--- config.mk ---
export PLATFORM = sky130hd
export DESIGN_NAME = instr_sequencer
export DESIGN_NICKNAME = d
export VERILOG_FILES = /design/src/rtl/seq_pkg.sv /design/src/rtl/seq_prog_mem.sv /design/src/rtl/instr_sequencer.sv
export SDC_FILE = /design/constraint.sdc
export NUM_CORES = 1
export LEC_CHECK = 0
export CAP_MARGIN = 20
export CORE_UTILIZATION = 54
export DETAILED_ROUTE_END_ITERATION = 8
export HOLD_SLACK_MARGIN = 0.08
export PLACE_DENSITY = 0.72
export SLEW_MARGIN = 20
export SYNTH_ARGS = -nofsm -noshare
export SYNTH_HDL_FRONTEND = slang
export SYNTH_HIERARCHICAL = 1
export SYNTH_SLANG_ARGS = --single-unit
--- constraint.sdc ---
create_clock -name clk -period 2.9 [get_ports clk]
set_input_delay 0.29 -clock clk [delete_from_list [all_inputs] [get_ports clk]]
set_output_delay 0.29 -clock clk [all_outputs]
set_load 0.03 [all_outputs]
--- src/rtl/seq_pkg.sv ---
// Shared types and instruction-format constants for the instruction sequencer
// and for anything that decodes the 16-bit processor instruction word.
package seq_pkg;

   typedef enum logic [2:0] {
      IDLE,
      FETCH,
      ISSUE,
      WAIT,
      HALT
   } state_t;

   localparam logic [1:0] OP_MV   = 2'b00;
   localparam logic [1:0] OP_ADD  = 2'b01;
   localparam logic [1:0] OP_SUB  = 2'b10;
   localparam logic [1:0] OP_MULT = 2'b11;

   // Bit positions inside an instruction word: II opcode, M immediate flag,
   // X destination register, D immediate data, Y source register.
   localparam int II_HI = 15;
   localparam int II_LO = 14;
   localparam int M_BIT = 13;
   localparam int X_BIT = 12;
   localparam int D_HI  = 11;
   localparam int D_LO  = 0;
   localparam int Y_BIT = 0;

   function automatic logic [1:0] get_op(input logic [15:0] instr);
      return instr[II_HI:II_LO];
   endfunction

endpackage

--- src/rtl/seq_prog_mem.sv ---
// Program memory: DEPTH x IW, synchronous write and registered read, no reset.
// A write and a read to the same address in one cycle return the new data.
module seq_prog_mem #(
   parameter int DEPTH = 16,
   parameter int AW    = $clog2(DEPTH),
   parameter int IW    = 16
) (
   input  logic          clk,
   input  logic          we,
   input  logic [AW-1:0] waddr,
   input  logic [IW-1:0] wdata,
   input  logic          re,
   input  logic [AW-1:0] raddr,
   output logic [IW-1:0] rdata
);

   logic [IW-1:0] mem [DEPTH];

   always_ff @(posedge clk) begin
      if (we) begin
         mem[waddr] <= wdata;
      end
      // Bypass keeps "write then start in the same cycle" fetching the fresh word.
      if (re) begin
         rdata <= (we && (waddr == raddr)) ? wdata : mem[raddr];
      end
   end

endmodule

--- src/rtl/instr_sequencer.sv ---
// Run/done initiator: walks a loaded program, one run pulse per word, waiting
// for done before advancing. Optional retired counter under SEQ_INSTR_COUNT_EN.
module instr_sequencer
   import seq_pkg::*;
#(
   parameter int DEPTH = 16,
   parameter int AW    = $clog2(DEPTH),
   parameter int IW    = 16
) (
   input  logic          clk,
   input  logic          reset,
   input  logic          start,
   input  logic [AW:0]   prog_len,
   input  logic          prog_we,
   input  logic [AW-1:0] prog_addr,
   input  logic [IW-1:0] prog_wdata,
   input  logic          done_in,
   output logic          run_out,
   output logic [IW-1:0] instr_out,
   output logic          busy,
   output logic          halted,
   output logic [AW-1:0] pc
`ifdef SEQ_INSTR_COUNT_EN
   ,
   output logic [15:0]   retired_cnt
`endif
);

   state_t        state_reg, state_next;
   logic [AW-1:0] pc_reg, pc_next;
   logic [AW:0]   len_reg, len_next;
   logic [IW-1:0] instr_reg;
   logic [IW-1:0] rd_data;
   logic [AW-1:0] rd_addr;
   logic          rd_en;
   logic          idle_like;
   logic          start_ok;
   logic          done_ok;
   logic          last_instr;
   logic          wr_en;

   assign idle_like  = (state_reg == IDLE) || (state_reg == HALT);
   assign start_ok   = start && idle_like;
   assign done_ok    = done_in && (state_reg == WAIT);
   assign last_instr = ({1'b0, pc_reg} == (len_reg - (AW+1)'(1)));
   assign wr_en      = prog_we && idle_like;

   always_comb begin
      state_next = state_reg;
      pc_next    = pc_reg;
      len_next   = len_reg;
      case (state_reg)
         IDLE, HALT: begin
            if (start) begin
               if (prog_len != '0) begin
                  len_next   = (prog_len > (AW+1)'(DEPTH)) ? (AW+1)'(DEPTH) : prog_len;
                  pc_next    = '0;
                  state_next = FETCH;
               end else begin
                  state_next = HALT;
               end
            end
         end
         FETCH: state_next = ISSUE;
         ISSUE: state_next = WAIT;
         WAIT: begin
            if (done_in) begin
               if (last_instr) begin
                  state_next = HALT;
               end else begin
                  pc_next    = pc_reg + 1'b1;
                  state_next = FETCH;
               end
            end
         end
         default: state_next = IDLE;
      endcase
   end

   // Read is launched on the edge that enters FETCH so the word is ready to
   // be registered onto instr_out for the whole ISSUE cycle.
   assign rd_en   = (state_next == FETCH);
   assign rd_addr = pc_next;

   seq_prog_mem #(
      .DEPTH (DEPTH),
      .AW    (AW),
      .IW    (IW)
   ) u_mem (
      .clk   (clk),
      .we    (wr_en),
      .waddr (prog_addr),
      .wdata (prog_wdata),
      .re    (rd_en),
      .raddr (rd_addr),
      .rdata (rd_data)
   );

   always_ff @(posedge clk) begin
      if (reset) begin
         state_reg <= IDLE;
         pc_reg    <= '0;
         len_reg   <= '0;
         instr_reg <= '0;
      end else begin
         state_reg <= state_next;
         pc_reg    <= pc_next;
         len_reg   <= len_next;
         if (state_reg == FETCH) begin
            instr_reg <= rd_data;
         end
      end
   end

   assign run_out   = (state_reg == ISSUE);
   assign busy      = (state_reg == FETCH) || (state_reg == ISSUE) || (state_reg == WAIT);
   assign halted    = (state_reg == HALT);
   assign instr_out = instr_reg;
   assign pc        = pc_reg;

`ifdef SEQ_INSTR_COUNT_EN
   logic [15:0] cnt_reg;

   always_ff @(posedge clk) begin
      if (reset || start_ok) begin
         cnt_reg <= '0;
      end else if (done_ok) begin
         cnt_reg <= cnt_reg + 16'd1;
      end
   end

   assign retired_cnt = cnt_reg;
`endif

endmodule

Word level (Yosys, flattened, before mapping). Memory sizes are Yosys's and may differ from the RTL's. A register that Yosys moved wholly into a read port is not among the register bits. Cells that the tools add are included.

Flip-flop bits (word level): 28. Memory bits (writable): 256. Input bits: 30. Output and inout port bits: 23. Logic and storage cells: 35. Memories kept: 1.

Memories: u_mem.mem (depth 16, bits a word 16, rd ports 1, clocked after memory_dff 1, wr ports 1, line seq_prog_mem.sv:17) `logic [IW-1:0] mem [DEPTH];`.

Add/subtract/negate cells: 2. Order comparisons: 1. Equality and inequality tests: 6. Multiplexer cells: 13. Reduce and logical (&&, ||, !) cells: 8.

Operators by type and width (count): 4-bit 2-to-1 mux (4); 3-bit 2-to-1 mux (4); 3-bit case mux with 4 select lines (1); 4-bit case mux with 2 select lines (1); 3-bit by 1-bit equality test with 1-bit output, second input constant (2); 3-bit by 2-bit equality test with 1-bit output, second input constant (2); 4-bit by 5-bit equality test with 1-bit output (1); 5-bit greater-than comparator, second input constant (1); 5-bit 2-to-1 mux (1); 5-bit nonzero test (1); 5-bit by 1-bit subtractor with 5-bit output, second input constant (1); 4-bit by 1-bit adder with 4-bit output, second input constant (1); 3-bit equality test, second input constant (1); 3-bit logical NOT (1); 1-bit logical OR (3); 3-bit AND reduction (1); 1-bit 2-to-1 mux (2); 2-bit OR reduction (1); 1-bit logical AND (1).

Longest topological paths before layout. Gate-level depths: netlist of run 1.

Word-level depth: 6. Depth in mapped cells: 14. Gate-level depth less buffers: 11.

Cells and area by module. The synthesis of run 1 kept the hierarchy.

By module, submodules not included: seq_prog_mem (times used 1, cells an instance 452, area each 10586.4 µm², sequential area each 8167.8 µm²); instr_sequencer (times used 1, cells an instance 163, area each 1322.5 µm², sequential area each 560.5 µm²).

Least setup slack after synthesis of run 1. OpenSTA, ideal clock, no wires.

Kind: register to register. From: register len_reg[0]. To: register u_mem.rdata[13] (read register of u_mem.mem) (data pin). Library setup time: 260 ps. Arrival time: 2957 ps. Required time: 2640 ps. Path slack: -317 ps. Stages on the path, launching flop included: 15. Path buffers: 3. Period minus slack after synthesis: 3217 ps. Cells stage by stage: dfxtp_1 > inv_1 > ha_1 > xnor2_1 > a211o_1 > a211oi_2 > buf_4 > o211ai_2 > nand2_1 > buf_6 > buf_6 > mux4_2 > mux2i_1 > mux2i_1 > mux2_2.

Elaborated cells on any way between the ends: 9. Classes of those cells: add/sub: 1; eq/ne: 2; mux: 6.

RTL lines: start, declared (line instr_sequencer.sv:31) `logic [AW:0] len_reg, len_next;`; start signal, assigned (line instr_sequencer.sv:108) `len_reg <= len_next;`; 5-bit by 1-bit subtractor with 5-bit output (line instr_sequencer.sv:45) `assign last_instr = ({1'b0, pc_reg} == (len_reg - (AW+1)'(1)));`; 4-bit by 5-bit equality test with 1-bit output (line instr_sequencer.sv:45); 4-bit 2-to-1 mux (line instr_sequencer.sv:68) `if (last_instr) begin`; 4-bit 2-to-1 mux (line instr_sequencer.sv:67) `if (done_in) begin`; 4-bit case mux with 2 select lines (line instr_sequencer.sv:52) `case (state_reg)`; via pc_next[0] (line instr_sequencer.sv:30) `logic [AW-1:0] pc_reg, pc_next;`; end, declared (line seq_prog_mem.sv:14) `output logic [IW-1:0] rdata`.

The timed path passes the listed nets, and every way through them passes these cells. A chain may end at the register's enable or synchronous reset.

Worst setup path after layout of run 1.
From: register len_reg[1]. To: register u_mem.rdata[1] (read register of u_mem.mem) (data pin).

Same word-level chain as after synthesis.

==> flow_summary.yaml, run 1 <==
outcome:
  status: "finished with violations"
  violations: "negative setup slack"
timing:
  max-slew-margin-rel: 0.561
  hold_viol: 0
  period_minus_slack_ps: 3400
  finalSetupViolations: 16
  fin_skew_ps: 12.4
  rsz0062_at_grt: "true"
  tightestPinTransition_ps: 657
  fin_ws_ps: -502
  slew_violations: 0
  min_period_over_period: 1.17
  fmax_mhz: 294
die:
  die_height_um: 151
  start_util: 0.558
  core_area_um2: 21400
  num_io_pins: 53
  fp.dieW_um: 151
  dieArea_um2: 22700
  row_count: 53
routing:
  routed.top_layer: "met4"
  drt-met1-wl_um: 10900
  wirelength_um: 27300
  wl_met2_um: 13800
  avgRoutedWirePerCell_um: 25.4
  drcViolationCount: 0
  vias_per_cell: 6.07
  postRouteAntennaNets: 0
  vias: 6517
  detail_route.first_pass.iterations: 5
  dr_wl_met3_um: 1970
  drt_iter0_drc: 581
cells_and_area:
  diodes: 0
  final_cells: 1073
  nNetsFinal: 806
  regArea_um2: 8730
  area_growth_pct: 25.8
  final.fill_count: 1289
  drive_above_1_share: 0.343
  multiInputGateArea_um2: 3200
  regMostFlops: "u_mem/mem"
  utilization: 0.701
  largest_reg_flops: 256
pwr:
  ir_drop_v: 0.000517
  power.density_nw_per_um2: 634
  leakage_nw: 4.81
synthesis:
  yosys-top-cells-count: "272 x edfxtp_1, 64 x mux4_2, 49 x mux2i_1, 43 x nand2_1, 28 x dfxtp_1"
  yosysTopAreaCellShare: 0.686
  synthXorXnorAreaFrac: 0.00662
  syn_avg_cell_area_um2: 19.4
  synth_top_family_by_area: "multiplexers"
  syn-num-nets: 647
  yosys-mux-area-fraction: 0.178
  yosys_warnings: 6
  postSynthCellCount: 615
  synth_area_um2: 11900
  ys_types: 43
  synth_top_flop_cell: "edfxtp_1"
  synth.most_common_cell: "edfxtp_1"
  ys_top_cells_by_area: "edfxtp_1 69%, mux4_2 12%, dfxtp_1 4.7%"
  synth-seq-cells: 300
  yosysSeqAreaShare: 0.733
  synth_fa_ha_area_frac: 0.00210
  synth_top_cell_by_area: "edfxtp_1"
  synth_edf_count: 272
  synth-compound-area-share: 0.0234
  async_flop_share: 0
  yosys.area_share.simple: 0.0393
clock_network:
  cts_made_buffers: 30
  hold_buffers: 0
  cts.htree.levels: 1
  path_clk_slew_ps: 70
  cts_root_buf: "clkbuf_16"
  ctsLongestPathBuffers: 3
  clk_latency_ps: 550
  cts.sinks: 300
  tritoncts: "yes"
job:
  cap_violations: 0
setup_path:
  critPathArrivalTime_ps: 3700
  worstSetupEndpointType: "flip-flop"
  max_stage_delay_ps: 530
  cpMostUsedCell: "mux2i_1"
  cp_max_fo: 6
  worst_path_max_delay_cell: "mux4_2"
  crit_path_cell_trace: "inv_2, ha_4, xnor2_1, a211o_1, a211oi_4, buf_4, or3_4, nand2_8, buf_12, buf_16, mux4_2, mux2i_1, mux2i_1, mux2_4"
  crit_buf_inv: 4
  cpLargestDelayFamily: "multiplexers"
  path_class: "reg -> reg"
  worstPathRequired_ps: 3190
  cp-start-kind: "flip-flop"
global_route:
  antenna_found_initial: 0
  grt_max_degree: 24
  grt_pass1_vias: 6807
  grt_pass1_wl_um: 40800
  gr-total-overflow: 0
  grt.total_usage: 0.251
min_path:
  hold_path_class: "reg -> reg"
place:
  dp_hpwl_um: 16100
  portBuffers: 52
  place_inst: 998
  gp_congestion: 0.863
[cells by family (layout without fill, tap and decap cells)]
group                    after synthesis  count (layout)
flip-flops                           300             300
multiplexers                         130             130
AND/OR/NAND/NOR                       98              98
AO/OA/AOI/OAI                         41              41
buffers and inverters                 35             218
XOR/XNOR                               9               9
adder cells (fa/ha/maj)                2               2
[worst paths after layout]
kind                      from        endpoint  slack (ps)  cells after the start
hold / removal    instr_out[3]    instr_out[3]         460                      2
setup / recovery    len_reg[1]  u_mem/rdata[1]        -500                     14
setup reg to reg    len_reg[1]  u_mem/rdata[1]        -500                     14
hold reg to reg   instr_out[3]    instr_out[3]         460                      2
[per-stage QoR]
stage	power (W)	instance area, um2	setup TNS, ps	worst slack, ps	hold slack, ps
floorplan	0.00519	12000	-4340	-282	389
detailed placement	0.00546	13400	-9610	-658	449
finish	0.00949	15000	-6870	-502	456
CTS	0.00950	14900	-8150	-557	458
global route	0.00974	15000	-8210	-549	479
global placement	0.00544	13400	-8890	-620	447
[cell type report]
cell class | count | share of cell area
multi-input cells | 280 | 0.214
clock buffers | 34 | 0.0525
well taps | 275 | 0.0230
flip-flops and latches | 300 | 0.583
inverters | 3 | 0.000752
repair buffers | 159 | 0.109
clock inverters | 22 | 0.0176
[worst register-to-register path: stages, from the launching register on]
cell and delay [ps]:
dfxtp_2 340, inv_2 40, ha_4 230, xnor2_1 160, a211o_1 170, a211oi_4 70, buf_4 160, or3_4 400
nand2_8 140, buf_12 130, buf_16 130, mux4_2 530, mux2i_1 240, mux2i_1 120, mux2_4 290
[layer usage]
metal / GRT usage / vias up
met3: 0.0324 / 52
met4: 0.0818 / 0
met2: 0.417 / 314
li1: - / 2788
met5: 0 / -
met1: 0.347 / 3363
[what timing repair did]
action,CTS,global route
endpoints found under the setup margin,16,16
buffers inserted,10,4
cloned,6,1
pin swaps,10,5
endpoints found under the hold margin,0,0
resized for setup,52,15
[layout by cell type (no fill, tap or decap), drive strengths merged, types with 2 or more instances in the layout]
master and instances:
buf 106, xor2 3, mux4 64, nor3 6, nand3b 3, and3 2, mux2i 49, nand2 43
clkinvlp 4, clkdlybuf4s50 52, ha 2, nand3 4, clkbuf 35, nor2 23, o211ai 6, a21oi 25
nand2b 3, mux2 17, and2 3, inv 3, xnor2 6, bufinv 6, dfxtp 28, o21ai 3
edfxtp 272, nor3b 5, clkinv 12
[report_power, final]
part	switching (W)	internal (W)
clock	0.00160	0.00248
sequential	0.0000355	0.00481
combinational	0.000325	0.000248
total	0.00196	0.00753
Power figures use the tool's default switching activity.
==> run 2: changes to the inputs <==
Settings changed: TNS_END_PERCENT from default to 1.
==> run 2 against run 1 <==
The run still ends with negative setup slack left. Hold slack worse by 0.67 ps. Power fell by 5.0%. Cell count is 0.37% lower. Maximum frequency up 2.1%. Sequential power about the same. Clock power decreased by 11%. Clock-buffer cell count is 12 higher. Global-route usage decreased by 0.59 points. Register-to-register slack better by 70 ps. Sequential share of layout area grew 1.1 points. Wire length is 4.1% lower. Setup slack better by 70 ps. Critical endpoint is now u_mem/rdata[2]. Largest power group unchanged.
==> flow_summary.yaml, run 2 (synthesis results as in run 1) <==
outcome:
  status: "finished with violations"
  violations: "negative setup slack"
cells_and_area:
  area_growth_pct: 23.3
  final_cells: 1069
  diodes: 0
  nNetsFinal: 803
  drive_above_1_share: 0.317
  largest_reg_flops: 256
  final_common_cell: "edfxtp_1"
  final_area_um2: 14700
  mostFrequentLayoutCells: "272 x edfxtp_1, 84 x buf_4, 64 x mux4_2, 52 x clkdlybuf4s50_1, 46 x mux2i_1"
  regMostFlops: "u_mem/mem"
setup_path:
  critPathArrivalTime_ps: 3630
  worstPathRequired_ps: 3200
  worstSetupEndpointType: "flip-flop"
  rr_worst_depth: 15
  cp_max_fo: 7
  path_class: "reg -> reg"
  cp-start-kind: "flip-flop"
routing:
  drcViolationCount: 0
  wirelength_um: 26200
  detail_route.first_pass.iterations: 5
  vias_per_cell: 5.95
  postRouteAntennaNets: 0
  drt_iter0_drc: 530
  avgRoutedWirePerCell_um: 24.5
  vias: 6364
timing:
  tightestPinTransition_ps: 655
  min_period_over_period: 1.15
  finalSetupViolations: 16
  fin_ws_ps: -433
  rsz0062_at_grt: "true"
  fin_skew_ps: 8.14
  fmax_mhz: 300
  max-slew-margin-rel: 0.562
  slew_violations: 0
  period_minus_slack_ps: 3330
  hold_viol: 0
pwr:
  swShare: 0.205
  power.density_nw_per_um2: 614
  seq_power_share: 0.538
  ir_drop_v: 0.000452
  power_w: 0.00901
  clkPwrFrac: 0.401
  switchingPower_w: 0.00185
  p_comb_frac: 0.060
  leakage_nw: 4.71
  internal-power_w: 0.00716
min_path:
  whs_path_depth: 2
  hold_path_class: "reg -> reg"
global_route:
  grt_max_degree: 21
  gr-total-overflow: 0
  antenna_found_initial: 0
  grt_pass1_wl_um: 39700
  grt_pass1_vias: 6677
  grt.total_usage: 0.245
die:
  row_count: 53
  dieArea_um2: 22700
  fp.dieW_um: 151
  core_area_um2: 21400
  start_util: 0.558
  die_height_um: 151
  num_io_pins: 53
clock_network:
  cts.htree.levels: 1
  cts_made_buffers: 30
  hold_buffers: 0
  cts_root_buf: "clkbuf_16"
  ctsLongestPathBuffers: 3
  tritoncts: "yes"
  path_clk_slew_ps: 60
  cts.sinks: 300
  clk_latency_ps: 540
place:
  place_inst: 1002
  post_dp_cell_area_um2: 13400
  dp_hpwl_um: 16000
  portBuffers: 52
  gp_congestion: 0.863
job:
  cap_violations: 0
==> run 2: layer usage <==
metal	track usage	part of all wire	up-vias
met2	0.393	0.48	252
met5	0	0	-
met4	0.0970	0.035	0
met1	0.337	0.42	3258
met3	0.0430	0.065	73
li1	-	-	2781
==> run 2: metrics by stage <==
step	hold slack, ps	utilization	setup WS (ps)	setup TNS, ps
after floorplan	389	-	-316	-5720
after global placement	442	0.629	-544	-8090
after detailed placement	448	0.629	-584	-8790
after CTS	456	0.685	-454	-6840
after global routing	479	0.688	-540	-7830
final	455	0.688	-433	-5920
==> run 2: power groups by stage <==
stage / Sequential, W / Clock [W] / Combinational [W]
floorplan: 0.00496 / 0 / 0.000228
global placement: 0.00494 / 0 / 0.000502
detailed placement: 0.00494 / 0 / 0.000517
CTS: 0.00485 / 0.00368 / 0.000539
global route: 0.00486 / 0.00383 / 0.000586
finish: 0.00485 / 0.00362 / 0.000544
==> run 2: timing repair <==
item | in CTS | in global routing
pin swaps | 5 | 6
cloned | 3 | 0
gates resized for setup | 21 | 10
buffers inserted | 9 | 1
setup endpoints to repair | 16 | 16
==> run 2: path summary, 6_finish.rpt <==
kind              slack (ps)          from              to
setup / recovery        -430    len_reg[0]  u_mem/rdata[2]
hold / removal           460  instr_out[8]    instr_out[8]
setup reg to reg        -430    len_reg[0]  u_mem/rdata[2]
hold reg to reg          460  instr_out[8]    instr_out[8]
==> run 2: area by class of cell <==
cell class	count	area, um2
clock buffers	46	862
multi-input cells	280	3130
well taps	275	344
clock inverters	9	66.3
fillers	1370	6670
flip-flops and latches	300	8730
inverters	3	11.3
repair buffers	156	1550
==> run 2: critical path, cell delays in order (launching register included) <==
cell and delay [ps]:
dfxtp_2 330, inv_2 40, ha_4 170, xnor2_2 130, a211o_1 320, a211oi_2 180, buf_4 200, nor3_4 70
mux2i_4 200, buf_12 140, bufbuf_16 270, buf_4 150, mux4_2 270, mux2i_1 200, mux2i_1 120, mux2_2 290
